File: src/rtl/pipelined_csel_adder_if.sv
// Valid/ready stream bundle for the pipelined carry-select adder:
// an operand beat enters on the in_* side and a result beat leaves on the out_* side.
interface pipelined_csel_adder_if #(
  parameter int WIDTH = 32
);
  logic             in_valid;
  logic             in_ready;
  logic [WIDTH-1:0] a;
  logic [WIDTH-1:0] b;
  logic             cin;
  logic             sub;
  logic             out_valid;
  logic             out_ready;
  logic [WIDTH-1:0] sum;
  logic             cout;
  logic             ovf;

  modport master (
    output in_valid, a, b, cin, sub, out_ready,
    input  in_ready, out_valid, sum, cout, ovf
  );

  modport slave (
    input  in_valid, a, b, cin, sub, out_ready,
    output in_ready, out_valid, sum, cout, ovf
  );
endinterface

File: src/rtl/pipelined_csel_adder.sv
// Pipelined carry-select adder/subtractor: one BLOCK-bit slice is resolved per stage,
// with already-resolved low blocks riding along so the full result leaves together.
module pipelined_csel_adder #(
  parameter int WIDTH = 32,
  parameter int BLOCK = 8
) (
  input  logic                    clk,
  input  logic                    rst_n,
  pipelined_csel_adder_if.slave   bus
);
  localparam int STAGES = WIDTH / BLOCK;

  logic             adv;
  logic [WIDTH-1:0] b_eff;
  logic             c_first;

  logic             vld [STAGES];
  logic             cry [STAGES];
  logic [WIDTH-1:0] res [STAGES];
  logic [WIDTH-1:0] opa [STAGES];
  logic [WIDTH-1:0] opb [STAGES];
  logic             ovf_q;

  logic [WIDTH-1:0] nres [STAGES];
  logic             ncry [STAGES];
  logic             novf;

  // One global enable: the whole pipeline shifts or holds as a unit.
  assign adv     = ~vld[STAGES-1] | bus.out_ready;
  assign b_eff   = bus.sub ? ~bus.b : bus.b;
  assign c_first = bus.sub ? 1'b1 : bus.cin;

  for (genvar k = 0; k < STAGES; k++) begin : g_stage
    logic [BLOCK-1:0] ba;
    logic [BLOCK-1:0] bb;
    logic [WIDTH-1:0] rin;
    logic             cin_k;
    logic [BLOCK:0]   s0;
    logic [BLOCK:0]   s1;
    logic [BLOCK-1:0] sel_s;
    logic             sel_c;
    logic [WIDTH-1:0] r_new;

    if (k == 0) begin : g_head
      assign ba    = bus.a[BLOCK-1:0];
      assign bb    = b_eff[BLOCK-1:0];
      assign rin   = '0;
      assign cin_k = c_first;
    end else begin : g_body
      assign ba    = opa[k-1][k*BLOCK +: BLOCK];
      assign bb    = opb[k-1][k*BLOCK +: BLOCK];
      assign rin   = res[k-1];
      assign cin_k = cry[k-1];
    end

    // Both carry-in hypotheses are formed up front; the incoming carry only steers a mux.
    assign s0    = {1'b0, ba} + {1'b0, bb};
    assign s1    = {1'b0, ba} + {1'b0, bb} + {{BLOCK{1'b0}}, 1'b1};
    assign sel_s = cin_k ? s1[BLOCK-1:0] : s0[BLOCK-1:0];
    assign sel_c = cin_k ? s1[BLOCK] : s0[BLOCK];

    always_comb begin
      r_new                      = rin;
      r_new[k*BLOCK +: BLOCK]    = sel_s;
    end

    assign nres[k] = r_new;
    assign ncry[k] = sel_c;

    if (k == STAGES - 1) begin : g_tail
      assign novf = (sel_s[BLOCK-1] ^ ba[BLOCK-1] ^ bb[BLOCK-1]) ^ sel_c;
    end
  end

  // Stage registers; operands for not-yet-resolved blocks travel alongside the partial sum.
  always_ff @(posedge clk or negedge rst_n) begin
    if (!rst_n) begin
      for (int k = 0; k < STAGES; k++) begin
        vld[k] <= 1'b0;
        cry[k] <= 1'b0;
        res[k] <= '0;
        opa[k] <= '0;
        opb[k] <= '0;
      end
      ovf_q <= 1'b0;
    end else if (adv) begin
      vld[0] <= bus.in_valid;
      opa[0] <= bus.a;
      opb[0] <= b_eff;
      for (int k = 1; k < STAGES; k++) begin
        vld[k] <= vld[k-1];
        opa[k] <= opa[k-1];
        opb[k] <= opb[k-1];
      end
      for (int k = 0; k < STAGES; k++) begin
        res[k] <= nres[k];
        cry[k] <= ncry[k];
      end
      ovf_q <= novf;
    end
  end

  assign bus.in_ready  = adv;
  assign bus.out_valid = vld[STAGES-1];
  assign bus.sum       = res[STAGES-1];
  assign bus.cout      = cry[STAGES-1];
  assign bus.ovf       = ovf_q;
endmodule

File: src/flat_wrapper.sv
// flat-port wrapper written by rule: the top's interface ports become plain ports
module pipelined_csel_adder_flat 
#(
  parameter int WIDTH = 32,
  parameter int BLOCK = 8
)
  (clk, rst_n, bus_in_valid, bus_a, bus_b, bus_cin, bus_sub, bus_out_ready, bus_in_ready, bus_out_valid, bus_sum, bus_cout, bus_ovf);
  pipelined_csel_adder_if #(.WIDTH(WIDTH)) bus_i ();
  input  logic clk;
  input  logic rst_n;
  input wire logic [$bits(bus_i.in_valid)-1:0] bus_in_valid;
  input wire logic [$bits(bus_i.a)-1:0] bus_a;
  input wire logic [$bits(bus_i.b)-1:0] bus_b;
  input wire logic [$bits(bus_i.cin)-1:0] bus_cin;
  input wire logic [$bits(bus_i.sub)-1:0] bus_sub;
  input wire logic [$bits(bus_i.out_ready)-1:0] bus_out_ready;
  output wire logic [$bits(bus_i.in_ready)-1:0] bus_in_ready;
  output wire logic [$bits(bus_i.out_valid)-1:0] bus_out_valid;
  output wire logic [$bits(bus_i.sum)-1:0] bus_sum;
  output wire logic [$bits(bus_i.cout)-1:0] bus_cout;
  output wire logic [$bits(bus_i.ovf)-1:0] bus_ovf;
  assign bus_i.in_valid = bus_in_valid;
  assign bus_i.a = bus_a;
  assign bus_i.b = bus_b;
  assign bus_i.cin = bus_cin;
  assign bus_i.sub = bus_sub;
  assign bus_i.out_ready = bus_out_ready;
  assign bus_in_ready = bus_i.in_ready;
  assign bus_out_valid = bus_i.out_valid;
  assign bus_sum = bus_i.sum;
  assign bus_cout = bus_i.cout;
  assign bus_ovf = bus_i.ovf;
  pipelined_csel_adder #(.WIDTH(WIDTH), .BLOCK(BLOCK)) u_core (.clk(clk), .rst_n(rst_n), .bus(bus_i));
endmodule
File: config.mk
export PLATFORM = sky130hd
export DESIGN_NAME = pipelined_csel_adder_flat
export DESIGN_NICKNAME = d
export VERILOG_FILES = /design/src/rtl/pipelined_csel_adder_if.sv /design/src/rtl/pipelined_csel_adder.sv /design/src/flat_wrapper.sv
export SDC_FILE = /design/constraint.sdc
export NUM_CORES = 1
export LEC_CHECK = 0
export ABC_AREA = 1
export BUFFER_PORTS_ARGS = -buffer_cell sky130_fd_sc_hd__buf_2
export CAP_MARGIN = 20
export CORE_ASPECT_RATIO = 2
export CORE_MARGIN = 2
export CORE_UTILIZATION = 50
export DETAILED_ROUTE_END_ITERATION = 7
export GPL_TIMING_DRIVEN = 0
export PLACE_DENSITY = 0.75
export SKIP_CTS_REPAIR_TIMING = 1
export SYNTH_ARGS = -nofsm -noshare
export SYNTH_HDL_FRONTEND = slang
export SYNTH_SLANG_ARGS = --single-unit
File: constraint.sdc
create_clock -name clk -period 3.7 [get_ports clk]
set_input_delay 0.185 -clock clk [delete_from_list [all_inputs] [get_ports clk]]
set_output_delay 0.185 -clock clk [all_outputs]
set_load 0.1 [all_outputs]
==> PnR_summary.wiki, run 1 <==
{| class="wikitable"
! Metric !! Value
|-
| Outcome || finished with violations
|-
| Startpoint class of the critical path || input pin
|-
| Skew-Pair Late Insertion Delay || 0.44 ns
|-
| Area share of fa/ha/maj cells after synthesis || 5.81%
|-
| Number of global-route vias before repair || 7749
|-
| Post-route fraction of the period consumed by the critical path || 71.9%
|-
| Minimum clock period after layout || 2.66 ns
|-
| Syn. warnings || 0
|-
| Placed cell count || 1419
|-
| Standard cell core area || 18100 um^2
|-
| Final Routed Wirelength || 22.7 mm
|-
| Transition at the pin with the smallest max-transition slack || 0.751 ns
|-
| Highest clock rate || 376 MHz
|-
| PwrDens || 997 nW/um^2
|-
| Max-capacitance violation count || 0
|-
| Count of flip-flops with a built-in enable after synthesis || 0
|-
| Area fraction in compound gates after synthesis || 9.22%
|-
| FP Rows || 70
|-
| XOR/XNOR Fraction of Synth Area || 5.18%
|-
| Number of iterations in the first detailed-routing pass || 5
|-
| Final std cell area, no fill || 10700 um^2
|-
| Ratio of routed vias to standard cells || 5.28
|-
| Horizontal extent of the die || 99.6 um
|-
| Capturing element type of the critical path || flop
|-
| Setup-violating endpoint count in the final report || 0
|-
| Smallest hold slack || -0.0225 ns
|-
| Number of buffers added by the clock tree synthesis step || 17
|-
| Static Leakage || 0.00556 uW
|-
| Skew final || 0.00825 ns
|-
| Fraction of the yosys area taken by sequential cells || 50.7%
|-
| Initial cell density of the core || 50.4%
|-
| Final cell count without fillers || 1465
|-
| Main combinational cell family by area after synthesis || simple AND/OR/NAND/NOR gates
|-
| Worst Hold Class || in2reg
|-
| First-pass GRT wire length || 37.3 mm
|-
| Number of top-level pins || 106
|-
| Final antenna diode count || 0
|-
| Max H-tree Level || 4
|-
| Height of the die || 195 um
|-
| Average instance area after synthesis || 8.32 um^2
|-
| Number of nets in the finished design || 1348
|-
| Violations in the final reports || hold timing
|-
| Peak fanout along the critical path || 10
|-
| Worst slew margin relative to its limit || 50.0%
|-
| Area growth, synth to finish || 16.8%
|-
| Antenna Nets Post-Route || 0
|-
| Vias post-DR || 7739
|-
| Startpoint-to-endpoint class of the critical path || in2reg
|-
| Total negative setup slack || 0 ns
|-
| Remaining DRCs || 0
|-
| Number of max-slew violations in the final report || 0
|-
| Detailed router's first-iteration violation count || 369
|-
| Area enclosed by the die boundary || 19400 um^2
|-
| Data required time of the critical path || 4.00 ns
|-
| CTS tree || yes
|-
| Detail-routed net length per standard cell || 15.5 um
|-
| Sinks on the clock net || 185
|-
| Syn nets || 1208
|-
| Mux share of post-synthesis cell area || 0%
|-
| Clock buffer depth || 2
|-
| Cell area after synthesis || 9140 um^2
|-
| RSZ-0062 raised after global routing || no
|-
| GRT Total Usage || 24.6%
|-
| Data arrival, critical path || 2.96 ns
|-
| CTS Root Cell || sky130_fd_sc_hd__clkbuf_16
|-
| Count of state elements after synthesis || 185
|-
| Number of standard cells after synthesis || 1098
|-
| Commonest register cell after synthesis || sky130_fd_sc_hd__dfrtp_1
|-
| Largest net degree at the start of global routing || 108
|-
| Clock transition at the registers of the reported paths || 0.07 ns
|-
| Placer congestion estimate || 0.879
|-
| HPWL reported at the end of detailed placement || 16.9 mm
|-
| Hold Vio Cnt, Final || 4
|-
| Fraction of the mapped netlist area in simple logic gates || 22.6%
|-
| Fraction of layout instances using a drive strength above 1 || 11.8%
|-
| Total placed instance area || 9970 um^2
|-
| GRT Residual Overflow || 0
|-
| Port Buffers || 104
|-
| Share of flip-flops with an asynchronous set or reset after synthesis || 100%
|-
| Number of library cell types mapped by synthesis || 36
|-
| Initial antenna violation count || 0
|-
| Highest ir drop seen on vdd || 0.443 mV
|}
==> cells in the final DEF (no fill, tap or decap), types with 5 or more instances in the layout <==
cell | Yosys | final
sky130_fd_sc_hd__ha_1 | 36 | 36
sky130_fd_sc_hd__buf_2 | 2 | 105
sky130_fd_sc_hd__a21o_1 | 6 | 6
sky130_fd_sc_hd__xnor2_1 | 32 | 32
sky130_fd_sc_hd__nand4_1 | 19 | 19
sky130_fd_sc_hd__nor2_1 | 31 | 31
sky130_fd_sc_hd__nand2_1 | 395 | 395
sky130_fd_sc_hd__dlygate4sd3_1 | 0 | 16
sky130_fd_sc_hd__nand3_1 | 55 | 55
sky130_fd_sc_hd__a21oi_1 | 25 | 25
sky130_fd_sc_hd__inv_1 | 104 | 104
sky130_fd_sc_hd__a31oi_1 | 5 | 5
sky130_fd_sc_hd__clkbuf_1 | 37 | 37
sky130_fd_sc_hd__xor2_1 | 22 | 22
sky130_fd_sc_hd__dfrtp_1 | 185 | 185
sky130_fd_sc_hd__o21ai_0 | 110 | 110
sky130_fd_sc_hd__clkbuf_16 | 0 | 17
==> registers in the layout, summed over array words and instances (netlist names) <==
name,flops
u_core.g_stage.rin,48
u_core.bus.ovf,1
u_core.g_stage.cin_k,3
u_core.bus.sum,32
u_core.opb,24
u_core.bus.cout,1
u_core.vld,3
u_core.bus.out_valid,1
u_core.g_stage.bb,24
u_core.opa,24
u_core.g_stage.ba,24
==> report_power, final <==
part	total (uW)	internal (uW)	switching, uW
Sequential	3410	2930	484
Clock	1730	927	799
Combinational	5510	1490	4020
Total	10600	5350	5300
==> cell usage after synthesis, types with 5 or more instances <==
library cell / instances / area (um^2)
sky130_fd_sc_hd__a21o_1: 6 / 45.0
sky130_fd_sc_hd__a21oi_1: 25 / 125
sky130_fd_sc_hd__o21ai_0: 110 / 551
sky130_fd_sc_hd__xor2_1: 22 / 193
sky130_fd_sc_hd__ha_1: 36 / 450
sky130_fd_sc_hd__a31oi_1: 5 / 31.3
sky130_fd_sc_hd__nor2_1: 31 / 116
sky130_fd_sc_hd__inv_1: 104 / 390
sky130_fd_sc_hd__clkbuf_1: 37 / 139
sky130_fd_sc_hd__nand4_1: 19 / 119
sky130_fd_sc_hd__dfrtp_1: 185 / 4630
sky130_fd_sc_hd__xnor2_1: 32 / 280
sky130_fd_sc_hd__nand2_1: 395 / 1480
sky130_fd_sc_hd__nand3_1: 55 / 275
==> kinds of logic after synthesis <==
group / count (synthesis)
DFF: 185
and+or+nand+nor: 510
xor gates and xnor gates: 54
adders and majority gates: 40
AOI/OAI and AO/OA: 158
buffers and inverters: 151
==> critical path, cell delays in order <==
cell and delay (ns):
sky130_fd_sc_hd__buf_4 0.18, sky130_fd_sc_hd__buf_2 0.39, sky130_fd_sc_hd__xor2_1 0.20, sky130_fd_sc_hd__ha_1 0.23
sky130_fd_sc_hd__inv_1 0.07, sky130_fd_sc_hd__fa_1 0.40, sky130_fd_sc_hd__xnor2_1 0.24, sky130_fd_sc_hd__inv_1 0.09
sky130_fd_sc_hd__nor3_1 0.17, sky130_fd_sc_hd__inv_1 0.09, sky130_fd_sc_hd__or2_1 0.26, sky130_fd_sc_hd__nor2_2 0.16
sky130_fd_sc_hd__nand4_1 0.11, sky130_fd_sc_hd__nand3_1 0.10, sky130_fd_sc_hd__o21ai_0 0.09
==> stage by stage <==
step	util (%)	worst slack (ns)	total power [uW]
after floorplan	-	1.19	7600
after global placement	54.8	-0.427	8750
after detailed placement	55.0	0.652	8890
after CTS	58.0	1.06	10600
after global routing	58.9	0.878	11400
final	58.9	1.04	10600
==> path summary, 6_finish.rpt <==
path / start / endpoint / slack, ns / cells past startpoint
min: bus_a[23] / u_core.opa[119] / -0.02 / 3
max: bus_sub / u_core.g_stage[1].rin[7] / 1.04 / 15
min in group asynchronous: rst_n / u_core.opb[120] / 0.33 / 2
max in group asynchronous: rst_n / u_core.bus.sum[15] / 2.44 / 3
min reg2reg: u_core.opa[90] / u_core.g_stage[3].ba[2] / 0.46 / 2
max reg2reg: u_core.g_stage[3].bb[0] / u_core.bus.ovf / 1.24 / 13
==> final cells by class <==
class / instances / area (um^2)
Buffer: 46 / 201
Clock buffer: 17 / 425
Clock inverter: 13 / 124
Fill cell: 1641 / 7450
Inverter: 105 / 394
Multi-Input combinational cell: 762 / 3910
Sequential cell: 185 / 4630
Tap cell: 216 / 270
Timing Repair Buffer: 121 / 718
==> layer usage <==
metal  vias to the layer above  global-route usage [%]  share of wire, %
met5                         -                       0                 0
met4                         0                    13.3               5.3
met3                        71                    3.61               3.7
met2                       206                    44.6                54
met1                      3682                    27.1                37
li1                       3780                       -                 -
No activity file was read; power rests on OpenSTA's default activity.
==> run 2: changes to the inputs <==
PLACE_DENSITY = 0.78   (was 0.75)
clock period = 2.4 ns   (was 3.7 ns; I/O delays follow)
==> PnR_summary.wiki, run 2 (synthesized netlist as in run 1, its figures left out) <==
{| class="wikitable"
! Metric !! Value
|-
| Outcome || finished with violations
|-
| Violations in the final reports || hold timing, setup timing
|-
| Capturing element type of the critical path || flop
|-
| Peak fanout along the critical path || 3 (-7)
|-
| Hold Path Depth || 3 (unchanged)
|-
| Data arrival, critical path || 2.74 ns (-0.22 ns)
|-
| Ratio of routed vias to standard cells || 5.26 (-0.46%)
|-
| Setup-violating endpoint count in the final report || 1 (+1)
|-
| Capturing point of the worst reg2reg path || u_core.bus.ovf
|-
| Startpoint class of the critical path || flop
|-
| Skew-Pair Late Insertion Delay || 0.44 ns (about the same)
|-
| Number of nets in the finished design || 1372 (+1.8%)
|-
| Hold Vio Cnt, Final || 6 (+2)
|-
| Number of global-route vias before repair || 7508 (-3.1%)
|-
| Placed cell count || 1419 (unchanged)
|-
| CTS Root Cell || sky130_fd_sc_hd__clkbuf_16
|-
| Total placed instance area || 9970 um^2 (about the same)
|-
| Static Leakage || 0.00567 uW (+2.1%)
|-
| Area growth, synth to finish || 20.7%
|-
| HPWL reported at the end of detailed placement || 16.9 mm (+0.37%)
|-
| Number of max-slew violations in the final report || 0 (unchanged)
|-
| Max-capacitance violation count || 0 (unchanged)
|-
| Number of top-level pins || 106 (unchanged)
|-
| Launch instance of the worst register-to-register path || u_core.g_stage[3].bb[0]
|-
| Destination of the worst hold path || u_core.g_stage[1].bb[6]
|-
| Beginning of the worst hold path || bus_b[14]
|-
| Port Buffers || 104 (unchanged)
|-
| Final worst slack || -0.0288 ns (-1.07 ns)
|-
| Highest clock rate || 412 MHz
|-
| Multi-input combinational cell area || 4000 um^2 (+2.3%)
|-
| Smallest hold slack || -0.0384 ns (-0.0159 ns)
|-
| Detailed router's first-iteration violation count || 366 (-0.81%)
|-
| Fraction of layout instances using a drive strength above 1 || 13.7% (+1.9 points)
|-
| Worst Hold Class || in2reg
|-
| Number of buffers added by the clock tree synthesis step || 17 (unchanged)
|-
| Initial cell density of the core || 50.4% (unchanged)
|-
| Total negative setup slack || -0.0288 ns (-0.0288 ns)
|-
| Skew final || 0.0102 ns (+0.00194 ns)
|-
| Total area of sequential cells || 4630 um^2 (unchanged)
|-
| Clock transition at the registers of the reported paths || 0.07 ns (about the same)
|-
| GRT Total Usage || 24.5% (-0.12 points)
|-
| Leading cell type in the layout, fill and taps excluded || sky130_fd_sc_hd__nand2_1
|-
| Detail-routed net length per standard cell || 15.7 um (+1.2%)
|-
| Post-route fraction of the period consumed by the critical path || 101%
|-
| Max H-tree Level || 4 (unchanged)
|-
| Vias post-DR || 7835 (+1.2%)
|-
| Highest ir drop seen on vdd || 0.717 mV (+62%)
|-
| Largest net degree at the start of global routing || 106 (-1.9%)
|-
| Minimum clock period after layout || 2.43 ns
|-
| Startpoint-to-endpoint class of the critical path || reg2reg
|-
| Transition at the pin with the smallest max-transition slack || 0.775 ns (+0.0244 ns)
|-
| Number of flip-flops under the largest register name || 48 (unchanged)
|-
| Final Routed Wirelength || 23.3 mm (+3.0%)
|-
| Final std cell area, no fill || 11000 um^2 (+3.4%)
|-
| Remaining DRCs || 0 (unchanged)
|-
| Final cell count without fillers || 1490 (+1.7%)
|-
| Worst slew margin relative to its limit || 48.3% (-1.6 points)
|-
| Reg2reg setup slack || -0.03 ns (-1.27 ns)
|-
| Post-route total power || 16800 uW (+57%)
|-
| Area enclosed by the die boundary || 19400 um^2 (unchanged)
|-
| Antenna Nets Post-Route || 0 (unchanged)
|-
| Sinks on the clock net || 185 (unchanged)
|-
| First-pass GRT wire length || 36.9 mm (-1.0%)
|-
| Horizontal extent of the die || 99.6 um (unchanged)
|-
| RSZ-0062 raised after global routing || yes
|-
| Data required time of the critical path || 2.71 ns (-1.29 ns)
|-
| Clock buffer depth || 2 (unchanged)
|-
| PwrDens || 1520 nW/um^2 (+52%)
|-
| Initial antenna violation count || 0 (unchanged)
|-
| CTS tree || yes
|-
| Worst reg-to-reg path cell count || 15 (+2)
|-
| Number of iterations in the first detailed-routing pass || 7 (+2)
|-
| Height of the die || 195 um (unchanged)
|-
| Highest-count cells in the layout ignoring fill and taps || sky130_fd_sc_hd__nand2_1, sky130_fd_sc_hd__dfrtp_1, sky130_fd_sc_hd__o21ai_0
|-
| Final antenna diode count || 0 (unchanged)
|-
| Placer congestion estimate || 0.912 (+3.7%)
|-
| FP Rows || 70 (unchanged)
|-
| Final standard cell utilization of the core || 60.9% (+2.0 points)
|-
| GRT Residual Overflow || 0 (unchanged)
|-
| Standard cell core area || 18100 um^2 (unchanged)
|-
| Number of fill cells in the layout || 1606 (-2.1%)
|}
## run 2: cell count changes in the layout (fill, tap and decap cells not counted), sizes merged
| cell | delta |
|---|---|
| dlygate4sd3 | +22 |
| buf | +2 |
| inv | +1 |
## run 2: cell type report
cell class,count,share of cell area (%)
repair buffers,146,8.74
clock buffers,17,3.86
plain buffers,45,1.84
clock inverters,14,1.30
flip-flops and latches,185,42.0
multi-input cells,762,36.3
well taps,216,2.45
inverters,105,3.57
## run 2: routing by layer
layer | track usage [%] | vias up | wire length, um
met5 | 0 | - | 0
met4 | 10.5 | 0 | 918
met3 | 3.33 | 52 | 983
met2 | 45.3 | 232 | 12800
met1 | 27.5 | 3717 | 8660
li1 | - | 3834 | -
## run 2: worst max-delay path by stage
| stage | startpoint | to |
|---|---|---|
| 2_1_floorplan | bus_sub | u_core.g_stage[1].rin[7] |
| 3_3_place_gp | rst_n | u_core.bus.sum[5] |
| 3_5_place_dp | bus_sub | u_core.g_stage[1].rin[7] |
| 4_1_cts | u_core.g_stage[3].bb[0] | u_core.bus.ovf |
| 5_1_grt | u_core.g_stage[3].bb[0] | u_core.bus.ovf |
| 6_report | u_core.g_stage[3].bb[0] | u_core.bus.ovf |
## run 2: where the power goes
group	leakage [uW]	internal [uW]	switching [uW]	total, uW
clock network	0.000272	1450	1270	2720
logic	0.00316	2430	6350	8770
registers	0.00224	4510	756	5270
total	0.00567	8390	8370	16800
## run 2: critical path, stage by stage (launching register included)
cell	delay, ns
sky130_fd_sc_hd__dfrtp_1	0.40
sky130_fd_sc_hd__ha_2	0.21
sky130_fd_sc_hd__fa_2	0.55
sky130_fd_sc_hd__nand3_1	0.09
sky130_fd_sc_hd__nor2_2	0.18
sky130_fd_sc_hd__inv_1	0.07
sky130_fd_sc_hd__nor2_1	0.10
sky130_fd_sc_hd__nand2_1	0.06
sky130_fd_sc_hd__nor2_1	0.13
sky130_fd_sc_hd__nand3_1	0.14
sky130_fd_sc_hd__nand2_1	0.10
sky130_fd_sc_hd__nand2_1	0.05
sky130_fd_sc_hd__nand2_1	0.08
sky130_fd_sc_hd__inv_1	0.04
sky130_fd_sc_hd__nand2_1	0.05
sky130_fd_sc_hd__nand3_1	0.06
## run 2: stage by stage
stage | hold WS, ns | setup slack, ns
floorplan | -0.176 | 0.0505
global placement | 0.315 | -1.63
detailed placement | 0.221 | -0.415
CTS | -0.237 | -0.184
global route | 0.000541 | -0.193
finish | -0.0384 | -0.0288
==> run 3: changes to the inputs <==
ABC_AREA = unset   (was 1)
==> PnR_summary.wiki, run 3 <==
{| class="wikitable"
! Metric !! Value
|-
| Largest net degree at the start of global routing || 119 (+12%)
|-
| Cell area after synthesis || 8930 um^2 (-2.3%)
|-
| PwrDens || 1550 nW/um^2 (+2.2%)
|-
| Leading area contributor after synthesis || sky130_fd_sc_hd__dfrtp_1
|-
| Total placed instance area || 9800 um^2 (-1.7%)
|-
| Violations in the final reports || hold timing, setup timing
|-
| Number of max-slew violations in the final report || 0 (unchanged)
|-
| Port Buffers || 104 (unchanged)
|-
| Transition at the pin with the smallest max-transition slack || 0.688 ns (-0.0872 ns)
|-
| Placer congestion estimate || 0.807 (-11%)
|-
| Final Routed Wirelength || 20.4 mm (-12%)
|-
| Initial antenna violation count || 0 (unchanged)
|-
| Number of library cell types mapped by synthesis || 51 (+42%)
|-
| Sinks on the clock net || 185 (unchanged)
|-
| FP Rows || 69 (-1.4%)
|-
| Final standard cell utilization of the core || 62.7% (+1.8 points)
|-
| Minimum clock period after layout || 2.75 ns (+0.324 ns)
|-
| Number of fill cells in the layout || 1420 (-12%)
|-
| Multi-input combinational cell area || 4310 um^2 (+7.6%)
|-
| Fraction of the yosys area taken by sequential cells || 51.8% (+1.2 points)
|-
| Ratio of routed vias to standard cells || 5.16 (-1.9%)
|-
| Highest-count cells in the layout ignoring fill and taps || sky130_fd_sc_hd__nand2_1, sky130_fd_sc_hd__dfrtp_1, sky130_fd_sc_hd__buf_2
|-
| Post-route fraction of the period consumed by the critical path || 115% (+13 points)
|-
| Remaining DRCs || 0 (unchanged)
|-
| HPWL reported at the end of detailed placement || 14.0 mm (-17%)
|-
| Number of global-route vias before repair || 6583 (-12%)
|-
| Capturing element type of the critical path || flop
|-
| Final worst slack || -0.353 ns (-0.324 ns)
|-
| Syn. warnings || 0 (unchanged)
|-
| Reg2reg setup slack || -0.35 ns (-0.32 ns)
|-
| Count of state elements after synthesis || 185 (unchanged)
|-
| Average instance area after synthesis || 9.07 um^2 (+8.9%)
|-
| Hold Vio Cnt, Final || 9 (+3)
|-
| Share of flip-flops with an asynchronous set or reset after synthesis || 100% (unchanged)
|-
| Clock transition at the registers of the reported paths || 0.07 ns (about the same)
|-
| Max-capacitance violation count || 0 (unchanged)
|-
| First-pass GRT wire length || 31.3 mm (-15%)
|-
| Number of top-level pins || 106 (unchanged)
|-
| Final std cell area, no fill || 11000 um^2 (about the same)
|-
| Height of the die || 193 um (-1.1%)
|-
| Clock buffer depth || 2 (unchanged)
|-
| Number of buffers added by the clock tree synthesis step || 17 (unchanged)
|-
| Horizontal extent of the die || 98.5 um (-1.1%)
|-
| Commonest register cell after synthesis || sky130_fd_sc_hd__dfrtp_1
|-
| Capturing point of the worst reg2reg path || u_core.bus.ovf
|-
| Worst slew margin relative to its limit || 54.1% (+5.8 points)
|-
| Fraction of layout instances using a drive strength above 1 || 17.6% (+3.9 points)
|-
| Antenna Nets Post-Route || 0 (unchanged)
|-
| Number of standard cells after synthesis || 985 (-10%)
|-
| Peak fanout along the critical path || 3 (unchanged)
|-
| Top cells by area, synth || sky130_fd_sc_hd__dfrtp_1, sky130_fd_sc_hd__nand2_1, sky130_fd_sc_hd__xnor2_1
|-
| Max H-tree Level || 4 (unchanged)
|-
| Highest ir drop seen on vdd || 0.873 mV (+22%)
|-
| Count of flip-flops with a built-in enable after synthesis || 0 (unchanged)
|-
| Total area of sequential cells || 4630 um^2 (about the same)
|-
| Area growth, synth to finish || 23.7%
|-
| GRT Residual Overflow || 0 (unchanged)
|-
| RSZ-0062 raised after global routing || yes
|-
| GRT Total Usage || 20.5% (-4.0 points)
|-
| CTS tree || yes
|-
| Data required time of the critical path || 2.71 ns (about the same)
|-
| Outcome || finished with violations
|-
| Beginning of the worst hold path || bus_b[27]
|-
| Synth top cells by count || sky130_fd_sc_hd__nand2_1, sky130_fd_sc_hd__dfrtp_1, sky130_fd_sc_hd__o21ai_0
|-
| Hold Path Depth || 3 (unchanged)
|-
| Destination of the worst hold path || u_core.opb[123]
|-
| Highest clock rate || 363 MHz (-12%)
|-
| Startpoint-to-endpoint class of the critical path || reg2reg
|-
| Worst reg-to-reg path cell count || 9 (-6)
|-
| Number of flip-flops under the largest register name || 48 (unchanged)
|-
| Final antenna diode count || 0 (unchanged)
|-
| Vias post-DR || 7129 (-9.0%)
|-
| Launch instance of the worst register-to-register path || u_core.g_stage[3].bb[0]
|-
| Area enclosed by the die boundary || 19000 um^2 (-2.2%)
|-
| Data arrival, critical path || 3.06 ns (+0.32 ns)
|-
| CTS Root Cell || sky130_fd_sc_hd__clkbuf_16
|-
| Skew-Pair Late Insertion Delay || 0.43 ns (about the same)
|-
| Skew final || 0.00803 ns (-0.00217 ns)
|-
| Detail-routed net length per standard cell || 14.8 um (-5.6%)
|-
| Syn nets || 1095 (-9.4%)
|-
| Leading cell type in the layout, fill and taps excluded || sky130_fd_sc_hd__nand2_1
|-
| Smallest hold slack || -0.0169 ns (+0.0216 ns)
|-
| Most repeated cell in the gate-level netlist after synthesis || sky130_fd_sc_hd__nand2_1
|-
| Initial cell density of the core || 50.7% (+0.30 points)
|-
| Startpoint class of the critical path || flop
|-
| Number of iterations in the first detailed-routing pass || 4 (-3)
|-
| Detailed router's first-iteration violation count || 470 (+28%)
|-
| Launch point of the critical path || u_core.g_stage[3].bb[0]
|-
| Synth top area share || 51.8% (+1.2 points)
|-
| Standard cell core area || 17600 um^2 (-2.9%)
|-
| Static Leakage || 0.00541 uW (-4.5%)
|-
| Number of nets in the finished design || 1266 (-7.7%)
|-
| Setup-violating endpoint count in the final report || 6 (+5)
|-
| Worst Hold Class || in2reg
|}
## run 3: how the worst max path moves through the flow
stage	to	slack, ns	cells after the start
3_3_place_gp	u_core.bus.out_valid	-1.85	1
3_5_place_dp	u_core.g_stage[1].cin_k	-0.44	13
5_1_grt	u_core.bus.ovf	-0.46	9
2_1_floorplan	u_core.bus.ovf	-0.16	9
4_1_cts	u_core.bus.ovf	-0.43	9
6_report	u_core.bus.ovf	-0.35	9
## run 3: metal layers
metal	routed length [um]	vias up	GRT usage, %
met5	0	-	0
met4	390	0	6.69
met3	824	26	3.53
met2	10500	189	35.6
met1	8670	3383	26.1
li1	-	3531	-
## run 3: power by group
group / internal (uW) / switching (uW)
Clock: 1390 / 1330
Combinational: 3030 / 6060
Sequential: 4520 / 820
Total: 8940 / 8210
## run 3: kinds of logic (layout without fill, tap and decap cells)
| kind of cell | Yosys count | in the layout | synth area share (%) |
|---|---|---|---|
| and+or+nand+nor | 491 | 491 | 22.5 |
| buffers and inverters | 58 | 242 | 2.45 |
| muxes | 3 | 3 | 0.336 |
| AOI/OAI and AO/OA | 129 | 129 | 9.04 |
| DFF | 185 | 185 | 51.8 |
| adders and majority gates | 40 | 40 | 5.94 |
| xor gates and xnor gates | 79 | 79 | 7.90 |
## run 3: layout make-up
| type | instances | share of cell area (%) |
|---|---|---|
| plain buffers | 47 | 1.94 |
| clock buffers | 17 | 3.85 |
| clock inverters | 15 | 1.39 |
| inverters | 11 | 0.374 |
| multi-input cells | 742 | 39.0 |
| flip-flops and latches | 185 | 41.9 |
| well taps | 213 | 2.41 |
| repair buffers | 152 | 9.10 |
## run 3: stage by stage
stage / worst slack (ns) / total power [uW] / instances / TNS, ns
finish: -0.353 / 17100 / 1382 / -0.727
global route: -0.460 / 18300 / 1382 / -1.42
CTS: -0.431 / 16500 / 1335 / -1.73
detailed placement: -0.441 / 13600 / 1303 / -2.71
global placement: -1.85 / 13300 / 1302 / -280.54
floorplan: -0.158 / 11900 / 985 / -0.314
## run 3: worst max-delay path: stages, from the launching register on
cell	delay, ns
sky130_fd_sc_hd__dfrtp_1	0.44
sky130_fd_sc_hd__ha_4	0.20
sky130_fd_sc_hd__fa_2	0.39
sky130_fd_sc_hd__a211oi_4	0.27
sky130_fd_sc_hd__nor2_2	0.08
sky130_fd_sc_hd__xnor2_2	0.15
sky130_fd_sc_hd__buf_4	0.16
sky130_fd_sc_hd__nor4_4	0.30
sky130_fd_sc_hd__xnor3_1	0.30
sky130_fd_sc_hd__a221o_1	0.34
